==> config.mk <==
export PLATFORM = sky130hd
export DESIGN_NAME = axon_spike_scheduler
export DESIGN_NICKNAME = d
export VERILOG_FILES = /design/src/rtl/axon_sched_pkg.sv /design/src/rtl/sched_slot_mem.sv /design/src/rtl/axon_spike_scheduler.sv
export SDC_FILE = /design/constraint.sdc
export NUM_CORES = 1
export LEC_CHECK = 0
export CAP_MARGIN = 20
export CORE_MARGIN = 10
export CORE_UTILIZATION = 30
export CTS_CLUSTER_DIAMETER = 60
export DETAILED_ROUTE_END_ITERATION = 8
export PLACE_DENSITY = 0.57
export SKIP_CTS_REPAIR_TIMING = 1
export SLEW_MARGIN = 10
export SYNTH_ARGS = -nofsm -noshare
export SYNTH_HDL_FRONTEND = slang
export SYNTH_SLANG_ARGS = --single-unit
export TNS_END_PERCENT = 5
==> constraint.sdc <==
create_clock -name clk -period 3.3 [get_ports clk]
set_input_delay 0.66 -clock clk [delete_from_list [all_inputs] [get_ports clk]]
set_output_delay 0.66 -clock clk [all_outputs]
set_load 0.02 [all_outputs]
==> src/rtl/axon_sched_pkg.sv <==
// Shared types and default sizing for the axon spike scheduler.
package axon_sched_pkg;

    localparam int N_AXONS_DEF = 16;
    localparam int AXON_W_DEF  = 4;
    localparam int DLY_W_DEF   = 4;

    typedef enum logic [1:0] {
        IDLE     = 2'd0,
        WAIT_RDY = 2'd1,
        START    = 2'd2,
        CAPTURE  = 2'd3
    } sched_state_t;

endpackage

==> src/rtl/sched_slot_mem.sv <==
// Circular per-tick spike schedule: N_SLOTS x N_AXONS bits with a bit-set port,
// a whole-slot clear port and one asynchronous slot read.
module sched_slot_mem
    import axon_sched_pkg::*;
#(
    parameter int N_AXONS = N_AXONS_DEF,
    parameter int AXON_W  = AXON_W_DEF,
    parameter int DLY_W   = DLY_W_DEF
) (
    input  logic               clk,
    input  logic               rst,
    input  logic               set_en,
    input  logic [DLY_W-1:0]   set_slot,
    input  logic [AXON_W-1:0]  set_axon,
    input  logic               clr_en,
    input  logic [DLY_W-1:0]   clr_slot,
    input  logic [DLY_W-1:0]   rd_slot,
    output logic [N_AXONS-1:0] rd_data
);

    localparam int N_SLOTS = 2 ** DLY_W;

    logic [N_AXONS-1:0] slots [N_SLOTS];

    // A set into the slot being cleared in the same cycle survives the clear.
    always_ff @(posedge clk) begin
        if (!rst) begin
            for (int i = 0; i < N_SLOTS; i++) begin
                slots[i] <= '0;
            end
        end else begin
            if (clr_en) begin
                slots[clr_slot] <= '0;
            end
            if (set_en) begin
                slots[set_slot][set_axon] <= 1'b1;
            end
        end
    end

    assign rd_data = slots[rd_slot];

endmodule

==> src/rtl/axon_spike_scheduler.sv <==
// Buffers delayed spike packets and hands the due slot to the core controller on each tick.
// Optional macro SCHED_PENDING_TICK_EN adds a one-deep pending-tick flag.
module axon_spike_scheduler
    import axon_sched_pkg::*;
#(
    parameter int N_AXONS = N_AXONS_DEF,
    parameter int AXON_W  = AXON_W_DEF,
    parameter int DLY_W   = DLY_W_DEF
) (
    input  logic               clk,
    input  logic               rst,
    input  logic               tick,
    input  logic               pkt_valid,
    output logic               pkt_ready,
    input  logic [AXON_W-1:0]  pkt_axon,
    input  logic [DLY_W-1:0]   pkt_delay,
    input  logic               ctrl_ready,
    output logic               ctrl_start,
    input  logic               ctrl_spike_buffer_wen,
    output logic [N_AXONS-1:0] spike_vec,
    output logic               tick_miss
);

    sched_state_t       state;
    logic [DLY_W-1:0]   rd_ptr;
    logic [DLY_W-1:0]   rd_slot;
    logic [N_AXONS-1:0] rd_data;
    logic [N_AXONS-1:0] bypass;
    logic               accept;
    logic               capture_done;
    logic               tick_go;
    logic               reload;
    logic               miss_next;

    assign accept       = pkt_valid && pkt_ready;
    assign capture_done = (state == CAPTURE) && ctrl_spike_buffer_wen;
    // In CAPTURE the read port looks one slot ahead for a back-to-back reload.
    assign rd_slot      = (state == CAPTURE) ? rd_ptr + DLY_W'(1) : rd_ptr;

    always_comb begin
        bypass = '0;
        if (accept && (pkt_delay == '0)) begin
            bypass[pkt_axon] = 1'b1;
        end
    end

    sched_slot_mem #(
        .N_AXONS (N_AXONS),
        .AXON_W  (AXON_W),
        .DLY_W   (DLY_W)
    ) u_slot_mem (
        .clk      (clk),
        .rst      (rst),
        .set_en   (accept),
        .set_slot (rd_ptr + pkt_delay),
        .set_axon (pkt_axon),
        .clr_en   (capture_done),
        .clr_slot (rd_ptr),
        .rd_slot  (rd_slot),
        .rd_data  (rd_data)
    );

`ifdef SCHED_PENDING_TICK_EN
    logic pending;
    logic pending_next;
    logic consume;

    // A tick that cannot start now is parked; only a second parked tick is a miss.
    always_comb begin
        consume      = pending && ((state == IDLE) || capture_done);
        pending_next = pending && !consume;
        miss_next    = 1'b0;
        if (tick && ((state != IDLE) || pending)) begin
            if (pending_next) begin
                miss_next = 1'b1;
            end else begin
                pending_next = 1'b1;
            end
        end
    end

    assign tick_go = tick || pending;
    assign reload  = pending;

    always_ff @(posedge clk) begin
        if (!rst) begin
            pending <= 1'b0;
        end else begin
            pending <= pending_next;
        end
    end
`else
    assign tick_go   = tick;
    assign reload    = 1'b0;
    assign miss_next = tick && (state != IDLE);
`endif

    always_ff @(posedge clk) begin
        if (!rst) begin
            state      <= IDLE;
            rd_ptr     <= '0;
            spike_vec  <= '0;
            pkt_ready  <= 1'b1;
            ctrl_start <= 1'b0;
            tick_miss  <= 1'b0;
        end else begin
            ctrl_start <= 1'b0;
            tick_miss  <= miss_next;
            case (state)
                IDLE: begin
                    if (tick_go) begin
                        state     <= WAIT_RDY;
                        spike_vec <= rd_data | bypass;
                        pkt_ready <= 1'b0;
                    end
                end
                WAIT_RDY: begin
                    if (ctrl_ready) begin
                        state      <= START;
                        ctrl_start <= 1'b1;
                    end
                end
                START: begin
                    state <= CAPTURE;
                end
                CAPTURE: begin
                    if (ctrl_spike_buffer_wen) begin
                        rd_ptr <= rd_ptr + DLY_W'(1);
                        if (reload) begin
                            state     <= WAIT_RDY;
                            spike_vec <= rd_data;
                        end else begin
                            state     <= IDLE;
                            spike_vec <= '0;
                            pkt_ready <= 1'b1;
                        end
                    end
                end
                default: state <= IDLE;
            endcase
        end
    end

endmodule

==> results.ini <==
[clock_tree]
root_buffer=clkbuf_16
clk_pin_slew_ps=60
htreeDepth=1
cts.path.max_buffers=3
clk_latency_ps=560
cts_tree=yes
numCtsBuffers=31
cts.sinks=281

[drt]
wl_um=45500
drc=0
firstDrtPassIters=5
via_count=11000
drt_iter0_markers=1199
via_per_inst=5.86
ant_nets=0
wl_per_cell_um=24.3

[critical_path]
regToRegSetupSlack_ps=560
endpoint_kind=flip-flop
slowest_delay_ps=850
critPathArrivalTime_ps=3430
reg2regPathDepth=6
crit_path_start_kind=input port
reg2reg_from=rd_ptr[0]$_SDFFE_PN0N_
path_class=input port to flip-flop
cp_max_fo=16
rr_endpoint=u_slot_mem.slots[12][15]$_DFF_P_
required_ps=3800
worstPathCellList=clkdlybuf4s50_1, ha_1, fa_1, xnor2_4, buf_12, nor4_4, a22o_1
slowest_stage=nor4_4

[final_layout]
fin_util=0.355
drive_above_1_share=0.216
final_common_cell=dfxtp_1
diodes=0
final_area_mm2=0.0164
final_cell_mix=dfxtp_1, a22o_1, nand2_1, mux2i_1, mux4_2
fillCellCount=4485
layout.cells.non_filler=1872
area_growth_pct=17.2
nets=1267

[logic_synthesis]
netlist_instances=1198
yosys_warnings=0
ys_seq_area_frac=0.401
ys_types=52
synth.avg_cell_area_um2=11.7
synth_seq_cells=281
syn_area_mm2=0.0140
synth-edff-count=0
synth_flop_cell=dfxtp_1
synth_fp_nets=1224
async_flop_share=0

[timing]
report.final.hold_viol_count=0
clock_skew_ps=13.0
max_freq_ghz=0.341
final.period_utilization=0.888
maxSlewHeadroom=0.259
worst_slew_pin_slew_ps=1100
fin_setup_tns_ps=0
min_period_ps=2930
rsz0062_at_grt=false
final_max_slew_viol_count=0
setup-violations-final=0

[power]
p_int_mw=6.19
powerDensity_mw_per_mm2=519
power.leakage_nw=5.95
ir_drop_v=0.000387
p_switching_mw=2.34
p_sw_frac=0.274
combPwrFrac=0.154
p_seq_frac=0.407
pwr-share-clk=0.439

[place]
place_inst=1815
dp_hpwl_um=28600
routabilityCongestion=0.870
placed_area_mm2=0.0153
io_buffers=32

[status]
status=finished clean

[floorplan]
ioPinCount=33
core_area_mm2=0.0464
die_x_um=236
die_h_um=236
row_count=79
initial_core_util=0.303
fp.dieArea_mm2=0.0558

[global_routing]
grt_antenna_before_repair=0
grt_max_degree=100
grt-ovfl-total=0
track_usage=0.157
grt_pass1_wl_um=69300
grt_pass1_vias=10900

[hold_path]
hold_path_class=flip-flop to flip-flop
whs_path_depth=1
worstHoldStart=u_slot_mem.slots[12][12]$_DFF_P_
min_to=u_slot_mem.slots[12][12]$_DFF_P_

[flow_run]
drv_cap=0

## flip-flops by register name, indices dropped and copies added, names as in the netlist
register and cells:
spike_vec 16, state 2, pkt_ready 1, ctrl_start 1, tick_miss 1, u_slot_mem.slots 256
rd_ptr 4
## area by class of cell
type / count / area (µm²) / area share
Sequential cell: 281 / 5630 / 0.343
Inverter: 8 / 30.0 / 0.00183
Timing Repair Buffer: 121 / 1130 / 0.0685
Tap cell: 607 / 759 / 0.0462
Clock inverter: 12 / 193 / 0.0117
Clock buffer: 45 / 908 / 0.0553
Multi-Input combinational cell: 798 / 7790 / 0.474
## routing by layer
layer / track usage / vias up / part of all wire
met1: 0.212 / 5620 / 0.44
li1: - / 4842 / -
met3: 0.0259 / 88 / 0.066
met5: 0 / - / 0
met4: 0.0645 / 0 / 0.043
met2: 0.244 / 420 / 0.45
## synthesized netlist by cell type (2+ instances only)
library cell    n  share of area
dfxtp_1       281           0.40
a22o_1        255           0.16
mux2i_1        97          0.069
nand2_1        97          0.026
mux4_2         96           0.15
clkbuf_1       49          0.013
nor2_1         43          0.012
a22oi_1        41          0.022
buf_2          31          0.011
nand3_1        20         0.0071
a21o_1         17         0.0091
o22a_1         16          0.010
a41oi_1        15         0.0094
buf_6          15          0.012
buf_4          13         0.0070
nor3_4         12          0.014
a21oi_1        11         0.0039
ha_1           11         0.0098
a31oi_1         8         0.0036
nand2b_1        8         0.0036
inv_1           7         0.0019
nor3_1          5         0.0018
a32oi_1         4         0.0025
nor4_1          4         0.0018
nor4_4          4         0.0061
buf_1           3        0.00080
nor2b_1         3         0.0013
xnor2_4         3         0.0059
and3_1          2        0.00089
mux2i_2         2         0.0020
nor3b_1         2         0.0011
o21ai_0         2        0.00071
xor2_4          2         0.0039
## logic make-up after synthesis
group	after synthesis	share of synthesized area
xor+xnor	7	0.0111
simple gates	206	0.0784
mux	195	0.225
fa+ha+maj	12	0.0112
buf+inv	119	0.0461
flops	281	0.401
compound gates	378	0.227
## worst max-delay path by stage
stage	slack, ps	start	depth (start not counted)	to
global route	230	pkt_delay[0]	7	u_slot_mem.slots[12][15]$_DFF_P_
floorplan	290	rd_ptr[1]$_SDFFE_PN0N_	13	spike_vec[15]$_SDFFE_PN0P_
global placement	-190	pkt_delay[0]	7	u_slot_mem.slots[12][9]$_DFF_P_
detailed placement	-170	pkt_delay[0]	7	u_slot_mem.slots[11][1]$_DFF_P_
CTS	410	pkt_delay[0]	7	u_slot_mem.slots[11][7]$_DFF_P_
finish	370	pkt_delay[0]	7	u_slot_mem.slots[12][15]$_DFF_P_
## power by group through the flow
stage / Sequential, mW / Clock (mW) / Combinational [mW]
final: 3.47 / 3.74 / 1.32
after CTS: 3.47 / 3.80 / 1.31
after detailed placement: 3.54 / 0 / 1.31
after global placement: 3.54 / 0 / 1.29
after global routing: 3.47 / 3.92 / 1.41
after floorplan: 3.54 / 0 / 0.858
## worst max-delay path: cells and delay by family
| family | cells | cell delay (ps) |
|---|---|---|
| buffers and inverters | 2 | 620 |
| AOI/OAI and AO/OA | 1 | 280 |
| xor gates and xnor gates | 1 | 220 |
| adders and majority gates | 2 | 780 |
| and+or+nand+nor | 1 | 850 |
## metrics by stage
step / worst slack, ps / power [mW] / hold WS (ps)
floorplan: 291 / 4.40 / 454
global placement: -186 / 4.84 / 468
detailed placement: -172 / 4.85 / 473
CTS: 407 / 8.58 / 494
global route: 232 / 8.80 / 513
finish: 368 / 8.53 / 493
Power figures use the tool's default switching activity.
